<file path="src/rtl/serial_pattern_tx.sv">
// rtl/serial_pattern_tx.sv - repeating MSB-first serial frame transmitter with idle gaps
module serial_pattern_tx #(
    parameter int WIDTH = 4
) (
    input  logic             clk,
    input  logic             rst,
    input  logic             start,
    input  logic [WIDTH-1:0] data,
    input  logic [3:0]       count,
    input  logic [3:0]       gap,
    output logic             sout,
    output logic             bit_valid,
    output logic             busy,
    output logic             done
);

    typedef enum logic [1:0] {IDLE, SHIFT, GAP} state_t;

    localparam int IW = $clog2(WIDTH);
    localparam logic [IW-1:0] MSB = IW'(WIDTH - 1);

    state_t           state, state_n;
    logic [WIDTH-1:0] word, word_n;
    logic [3:0]       frames_left, frames_left_n;
    logic [3:0]       gap_len, gap_len_n;
    logic [3:0]       gap_cnt, gap_cnt_n;
    logic [IW-1:0]    idx, idx_n;
    logic [IW-1:0]    idx_m1;
    logic             sout_n, bit_valid_n, busy_n, done_n;

    assign idx_m1 = idx - IW'(1);

    always_comb begin
        state_n       = state;
        word_n        = word;
        frames_left_n = frames_left;
        gap_len_n     = gap_len;
        gap_cnt_n     = gap_cnt;
        idx_n         = idx;
        sout_n        = sout;
        bit_valid_n   = bit_valid;
        busy_n        = busy;
        done_n        = 1'b0;

        case (state)
            IDLE: begin
                sout_n      = 1'b0;
                bit_valid_n = 1'b0;
                busy_n      = 1'b0;
                if (start) begin
                    word_n        = data;
                    frames_left_n = (count == 4'd0) ? 4'd1 : count;
                    gap_len_n     = gap;
                    sout_n        = data[WIDTH-1];
                    bit_valid_n   = 1'b1;
                    busy_n        = 1'b1;
                    idx_n         = MSB;
                    state_n       = SHIFT;
                end
            end
            SHIFT: begin
                if (idx != '0) begin
                    idx_n  = idx_m1;
                    sout_n = word[idx_m1];
                end else begin
                    // Last bit of a frame: finish, chain the next frame directly, or insert a gap
                    frames_left_n = frames_left - 4'd1;
                    if (frames_left == 4'd1) begin
                        state_n     = IDLE;
                        sout_n      = 1'b0;
                        bit_valid_n = 1'b0;
                        busy_n      = 1'b0;
                        done_n      = 1'b1;
                    end else if (gap_len == 4'd0) begin
                        idx_n  = MSB;
                        sout_n = word[WIDTH-1];
                    end else begin
                        state_n     = GAP;
                        sout_n      = 1'b0;
                        bit_valid_n = 1'b0;
                        gap_cnt_n   = gap_len - 4'd1;
                    end
                end
            end
            GAP: begin
                sout_n = 1'b0;
                if (gap_cnt == 4'd0) begin
                    state_n     = SHIFT;
                    sout_n      = word[WIDTH-1];
                    bit_valid_n = 1'b1;
                    idx_n       = MSB;
                end else begin
                    gap_cnt_n = gap_cnt - 4'd1;
                end
            end
            default: begin
                state_n = IDLE;
            end
        endcase
    end

    always_ff @(posedge clk) begin
        if (rst) begin
            state       <= IDLE;
            word        <= '0;
            frames_left <= '0;
            gap_len     <= '0;
            gap_cnt     <= '0;
            idx         <= '0;
            sout        <= 1'b0;
            bit_valid   <= 1'b0;
            busy        <= 1'b0;
            done        <= 1'b0;
        end else begin
            state       <= state_n;
            word        <= word_n;
            frames_left <= frames_left_n;
            gap_len     <= gap_len_n;
            gap_cnt     <= gap_cnt_n;
            idx         <= idx_n;
            sout        <= sout_n;
            bit_valid   <= bit_valid_n;
            busy        <= busy_n;
            done        <= done_n;
        end
    end

endmodule

</file>
<file path="config.mk">
export PLATFORM = sky130hd
export DESIGN_NAME = serial_pattern_tx
export DESIGN_NICKNAME = d
export VERILOG_FILES = /design/src/rtl/serial_pattern_tx.sv
export SDC_FILE = /design/constraint.sdc
export NUM_CORES = 1
export LEC_CHECK = 0
export CAP_MARGIN = 20
export CORE_MARGIN = 1.5
export CORE_UTILIZATION = 49
export CTS_BUF_LIST = sky130_fd_sc_hd__clkbuf_4 sky130_fd_sc_hd__clkbuf_8 sky130_fd_sc_hd__clkbuf_16
export DETAILED_ROUTE_END_ITERATION = 8
export GPL_ROUTABILITY_DRIVEN = 0
export HOLD_SLACK_MARGIN = 0.03
export PLACE_DENSITY_LB_ADDON = 0.1
export SYNTH_ARGS = -nofsm -noshare
export SYNTH_HDL_FRONTEND = slang
export SYNTH_SLANG_ARGS = --single-unit
</file>
<file path="constraint.sdc">
create_clock -name clk -period 1.7 [get_ports clk]
set_input_delay 0.17 -clock clk [delete_from_list [all_inputs] [get_ports clk]]
set_output_delay 0.17 -clock clk [all_outputs]
set_load 0.01 [all_outputs]
</file>
==> results.json, run 1 <==
{
  "cts_tree": "done",
  "grt_pass1_vias": 1357,
  "grt_setup_unrepaired": "true",
  "num_rows": 19,
  "drv_cap": 0,
  "synthArstFlopShare_pct": 0,
  "io_pins": 19,
  "core_region_area_um2": 2780,
  "startpoint": "gap_len[2]$_SDFFE_PP0P_",
  "timing.fmax_mhz": 608,
  "clkLatencyLatePin_ns": 0.32,
  "route.detailed.drc": 0,
  "h-tree-depth": 1,
  "path_class": "flip-flop to flip-flop",
  "synth_cell_types": 49,
  "synth_area_um2": 1440,
  "cp-start-kind": "flip-flop",
  "track_usage_pct": 23.5,
  "arrival_ns": 1.86,
  "die_x_um": 57.2,
  "rrSetupSlack_ns": 0.06,
  "area.sequential_um2": 485,
  "synth-seq-cells": 24,
  "die_h_um": 57.2,
  "final_cell_mix": "buf_4 (24), dfxtp_1 (20), a21oi_1 (19)",
  "worstPathCellList": "or4_4, o21ai_4, a211oi_2, mux2_4",
  "diodes": 0,
  "cts_buffer_depth": 2,
  "ys_seq_area_share_pct": 33.4,
  "tns_ns": 0,
  "hp-class": "input port to flip-flop",
  "clock_skew_ns": 0.0117,
  "fill_cells": 228,
  "critPathMaxFanout": 5,
  "start_util_pct": 51.7,
  "grt_max_degree": 29,
  "tightest_slew_ns": 0.354,
  "rr_worst_depth": 4,
  "yosys_warnings": 0,
  "power_density_nw_per_um2": 1530,
  "max_slew_margin_pct": 76.2,
  "path_clk_slew_ns": 0.14,
  "worst_path_max_delay_cell": "or4_4",
  "place_inst": 229,
  "drive_gt1_share_pct": 28.3,
  "drv_slew": 0,
  "via_count": 1359,
  "syn_inst": 166,
  "min_period_over_period_pct": 96.7,
  "endpoint": "bit_valid$_SDFFE_PP0P_",
  "cts_hold_buffers": 0,
  "initialDrtViolationCount": 43,
  "io_buffers": 18,
  "avgSynthCellArea_um2": 8.66,
  "cts_root_buf": "clkbuf_4",
  "grt_overflow_total": 0,
  "rr_startpoint": "gap_len[2]$_SDFFE_PP0P_",
  "synth-edff-count": 0,
  "ys.flop_type": "dfxtp_1",
  "syn2layout_area_growth_pct": 33.4,
  "cpPeakStageDelay_ns": 0.57,
  "required_ns": 1.91,
  "wirelength_mm": 3.58,
  "clkSinkCount": 24,
  "dpl.hpwl_mm": 2.65,
  "final_cells": 236,
  "cp-end-kind": "flip-flop",
  "postRouteAntennaNets": 0,
  "grt_pass1_wl_mm": 6.02,
  "hold_viol": 0,
  "synth.net_count": 190,
  "reg2reg_to": "bit_valid$_SDFFE_PP0P_",
  "fin_crit_ns": 1.64,
  "antenna_found_initial": 0,
  "nets": 230,
  "via_per_inst": 5.76,
  "cts_made_buffers": 3,
  "outcome": "finished clean",
  "die-area_um2": 3270,
  "setup_viol": 0,
  "vdd_drop_max_mv": 0.972,
  "firstDrtPassIters": 4,
  "p_leak_uw": 0.000753,
  "wl_per_cell_um": 15.2,
  "layout_commonest_cell": "buf_4",
  "multi_input_area_um2": 940
}
==> final cells by class <==
cell class	count	area share (%)
Multi-Input combinational cell	124	49.0
Tap cell	31	2.02
Clock buffer	4	1.89
Timing Repair Buffer	43	19.8
Sequential cell	24	25.3
Inverter	10	1.96
==> stage by stage <==
| stage | worst slack, ns | area (um^2) | total power (uW) | util, % | hold WS (ns) |
|---|---|---|---|---|---|
| final | 0.0554 | 1920 | 2930 | 69.0 | 0.395 |
| after detailed placement | -0.0988 | 1810 | 2460 | 64.9 | 0.450 |
| after global placement | -0.0102 | 1810 | 2400 | 64.9 | 0.444 |
| after global routing | -0.0244 | 1920 | 3140 | 69.0 | 0.405 |
| after CTS | 0.00259 | 1870 | 2830 | 67.2 | 0.392 |
| after floorplan | 0.0484 | 1450 | 1870 | - | 0.317 |
==> critical path, delay by kind of cell (launching register included) <==
family / cells / cell delay (ns)
simple gates: 1 / 0.57
flops: 1 / 0.37
mux: 1 / 0.30
compound gates: 2 / 0.29
==> synthesized netlist by cell type (all sizes together), types with 4 or more instances <==
library cell  count  area (um^2)
nor3              6         46.3
nand2            17         63.8
a211oi            5         47.5
o21ai             5         36.3
mux2i             6         60.1
a311oi            4         35.0
a21oi            19         95.1
nand3            10         50.1
clkbuf            5         18.8
nor2              7         26.3
ha                9          113
inv              10         37.5
dfxtp            24          480
==> flip-flops by register name, summed over array words and instances (netlist names) <==
name	count
bit_valid	1
busy	1
done	1
frames_left	4
gap_cnt	4
gap_len	4
idx	2
sout	1
state	2
word	4
==> where the power goes <==
part	switching, uW	internal (uW)
Sequential	148	727
Clock	172	131
Combinational	855	901
Total	1180	1760
==> per-layer routing <==
layer,wire (um),vias up,GRT usage [%]
met5,0,-,0
met4,23,0,7.64
met3,146,2,2.95
met2,1900,34,43.2
met1,1510,631,28.2
li1,-,692,-
==> repair_timing <==
action	4_1_cts	5_1_grt
setup endpoints to repair	7	12
setup buffers	3	0
resized for setup	3	17
pin swaps	3	9
==> how the worst min path moves through the flow <==
stage                               startpoint                      end  slack (ns)  depth (start not counted)
after global routing                    gap[2]  gap_len[2]$_SDFFE_PP0P_        0.41                          3
final                                  data[0]     word[0]$_SDFFE_PP0P_        0.40                          3
after CTS                              data[0]     word[0]$_SDFFE_PP0P_        0.39                          3
after detailed placement  word[0]$_SDFFE_PP0P_     word[0]$_SDFFE_PP0P_        0.45                          2
after floorplan                        data[0]     word[0]$_SDFFE_PP0P_        0.32                          2
after global placement    word[2]$_SDFFE_PP0P_     word[2]$_SDFFE_PP0P_        0.44                          2
==> cells by family after synthesis <==
logic type                 count (synthesis)  share of synthesized area, %
and+or+nand+nor                           59                          22.6
DFF                                       24                          33.4
adders and majority gates                  9                          7.83
buffers and inverters                     18                          5.05
AOI/OAI and AO/OA                         46                          22.5
muxes                                     10                          8.62
Note: power is estimated with default switching activity, not from simulation.
==> run 2, diff against run 1 <==
CORE_UTILIZATION = 50   (was 49)
clock period = 1.6 ns   (was 1.7 ns; I/O delays follow)
==> run 2 against run 1 <==
The flow now finishes with violations (setup timing). Worst setup slack lost 0.12 ns. Power grew 39%. First-iteration DRC count grew to 3.6 times the previous value. Utilization grew 15 points. Via count grew 14%. Critical path depth grew 4. Maximum frequency shrank 1.4%. Combinational power grew 53%. Clock skew shrank 0.0082 ns. Count of clock-buffer cells in the layout shrank 1. Critical endpoint is now idx[0]$_SDFFE_PP0P_.
==> results.json, run 2 (same netlist as run 1, synthesis figures left out) <==
{
  "final_cells": 256,
  "route.detailed.drc": 0,
  "core_region_area_um2": 2730,
  "endpoint": "idx[0]$_SDFFE_PP0P_",
  "required_ns": 1.82,
  "worst_slack_ns": -0.0674,
  "io_pins": 19,
  "grt_pass1_vias": 1488,
  "tightest_slew_ns": 0.504,
  "drv_slew": 0,
  "arrival_ns": 1.89,
  "cts_buffer_depth": 2,
  "rrSetupSlack_ns": -0.07,
  "diodes": 0,
  "setup_viol": 10,
  "cts_made_buffers": 3,
  "initialDrtViolationCount": 156,
  "clock_skew_ns": 0.00346,
  "io_buffers": 18,
  "holdWs_ns": 0.373,
  "start_util_pct": 52.6,
  "wl_per_cell_um": 17.6,
  "grt_setup_unrepaired": "true",
  "rr_startpoint": "state[0]$_SDFFE_PP0P_",
  "wirelength_mm": 4.50,
  "antenna_found_initial": 0,
  "dpl.hpwl_mm": 2.68,
  "path_class": "flip-flop to flip-flop",
  "grt_overflow_total": 0,
  "p_leak_uw": 0.000905,
  "cts_root_buf": "clkbuf_4",
  "layout_commonest_cell": "buf_4",
  "fin_crit_ns": 1.67,
  "hold_viol": 0,
  "drv_cap": 0,
  "die-area_um2": 3210,
  "final_cell_mix": "buf_4 (33), clkdlybuf4s50_1 (18), dfxtp_1 (17)",
  "clkSinkCount": 24,
  "die_h_um": 56.6,
  "clkLatencyLatePin_ns": 0.33,
  "die_x_um": 56.6,
  "grt_max_degree": 15,
  "power_density_nw_per_um2": 1780,
  "dpl_cell_area_um2": 1860,
  "place_inst": 237,
  "startpoint": "state[0]$_SDFFE_PP0P_",
  "grt_pass1_wl_mm": 7.25,
  "postRouteAntennaNets": 0,
  "drive_gt1_share_pct": 44.4,
  "path_clk_slew_ns": 0.14,
  "outcome": "finished with violations",
  "violations": "setup timing",
  "via_count": 1553,
  "cts_hold_buffers": 0,
  "min_period_over_period_pct": 104,
  "max_slew_margin_pct": 66.3,
  "cp-end-kind": "flip-flop",
  "critPathMaxFanout": 4,
  "fill_cells": 156,
  "h-tree-depth": 1,
  "cp-start-kind": "flip-flop",
  "track_usage_pct": 28.6,
  "syn2layout_area_growth_pct": 59.6,
  "firstDrtPassIters": 4,
  "via_per_inst": 6.07,
  "nets": 250,
  "rr_worst_depth": 8,
  "num_rows": 19,
  "vdd_drop_max_mv": 1.67,
  "cts_tree": "done",
  "fin_area_um2": 2290,
  "hp-class": "input port to flip-flop",
  "timing.fmax_mhz": 600,
  "tns_ns": -0.369,
  "reg2reg_to": "idx[0]$_SDFFE_PP0P_"
}
[run 2: worst min-delay path by stage]
stage / start / end / slack, ns / cells past startpoint
after CTS: gap[2] / gap_len[2]$_SDFFE_PP0P_ / 0.37 / 3
after detailed placement: word[1]$_SDFFE_PP0P_ / word[1]$_SDFFE_PP0P_ / 0.46 / 2
final: gap[3] / gap_len[3]$_SDFFE_PP0P_ / 0.37 / 3
after global placement: word[2]$_SDFFE_PP0P_ / word[2]$_SDFFE_PP0P_ / 0.44 / 2
after global routing: gap[1] / gap_len[1]$_SDFFE_PP0P_ / 0.40 / 3
after floorplan: data[0] / word[0]$_SDFFE_PP0P_ / 0.31 / 2
[run 2: cell type report]
| cell class | count | area, um^2 | share of cell area, % |
|---|---|---|---|
| Multi-Input combinational cell | 124 | 1100 | 47.9 |
| Timing Repair Buffer | 63 | 572 | 24.9 |
| Sequential cell | 24 | 492 | 21.4 |
| Inverter | 10 | 40.0 | 1.74 |
| Tap cell | 31 | 38.8 | 1.69 |
| Clock inverter | 1 | 30.0 | 1.31 |
| Clock buffer | 3 | 22.5 | 0.981 |
[run 2: through the flow]
| stage | util, % | worst slack [ns] | total power [uW] |
|---|---|---|---|
| 2_1_floorplan | - | -0.0437 | 2000 |
| 3_3_place_gp | 67.9 | -0.141 | 2650 |
| 3_5_place_dp | 67.9 | -0.219 | 2710 |
| 4_1_cts | 79.3 | -0.0303 | 3700 |
| 5_1_grt | 83.9 | -0.134 | 4290 |
| 6_report | 83.9 | -0.0674 | 4080 |
[run 2: report_power, final]
| group | internal [uW] | leakage, uW | switching, uW |
|---|---|---|---|
| logic | 1430 | 0.000677 | 1250 |
| registers | 780 | 0.000200 | 158 |
| clock network | 254 | 0.0000279 | 196 |
[run 2: metal layers]
metal / global-route usage, % / vias up / wire [um]
met5: 0 / - / 0
met2: 47.5 / 63 / 2220
li1: - / 725 / -
met1: 38.7 / 752 / 1950
met4: 8.84 / 0 / 125
met3: 3.23 / 13 / 200
[run 2: critical path: stages (launching register included)]
cell,delay [ns]
dfxtp_4,0.40
inv_4,0.05
ha_4,0.16
and2b_2,0.25
buf_6,0.13
nor3_4,0.23
buf_4,0.17
buf_6,0.09
a311oi_2,0.08
[run 2: timing repair]
| item | CTS | global route |
|---|---|---|
| pin swaps | 20 | 10 |
| resized for setup | 42 | 22 |
| setup endpoints to repair | 13 | 14 |
| buffers inserted | 11 | 4 |
| gates cloned | 0 | 0 |
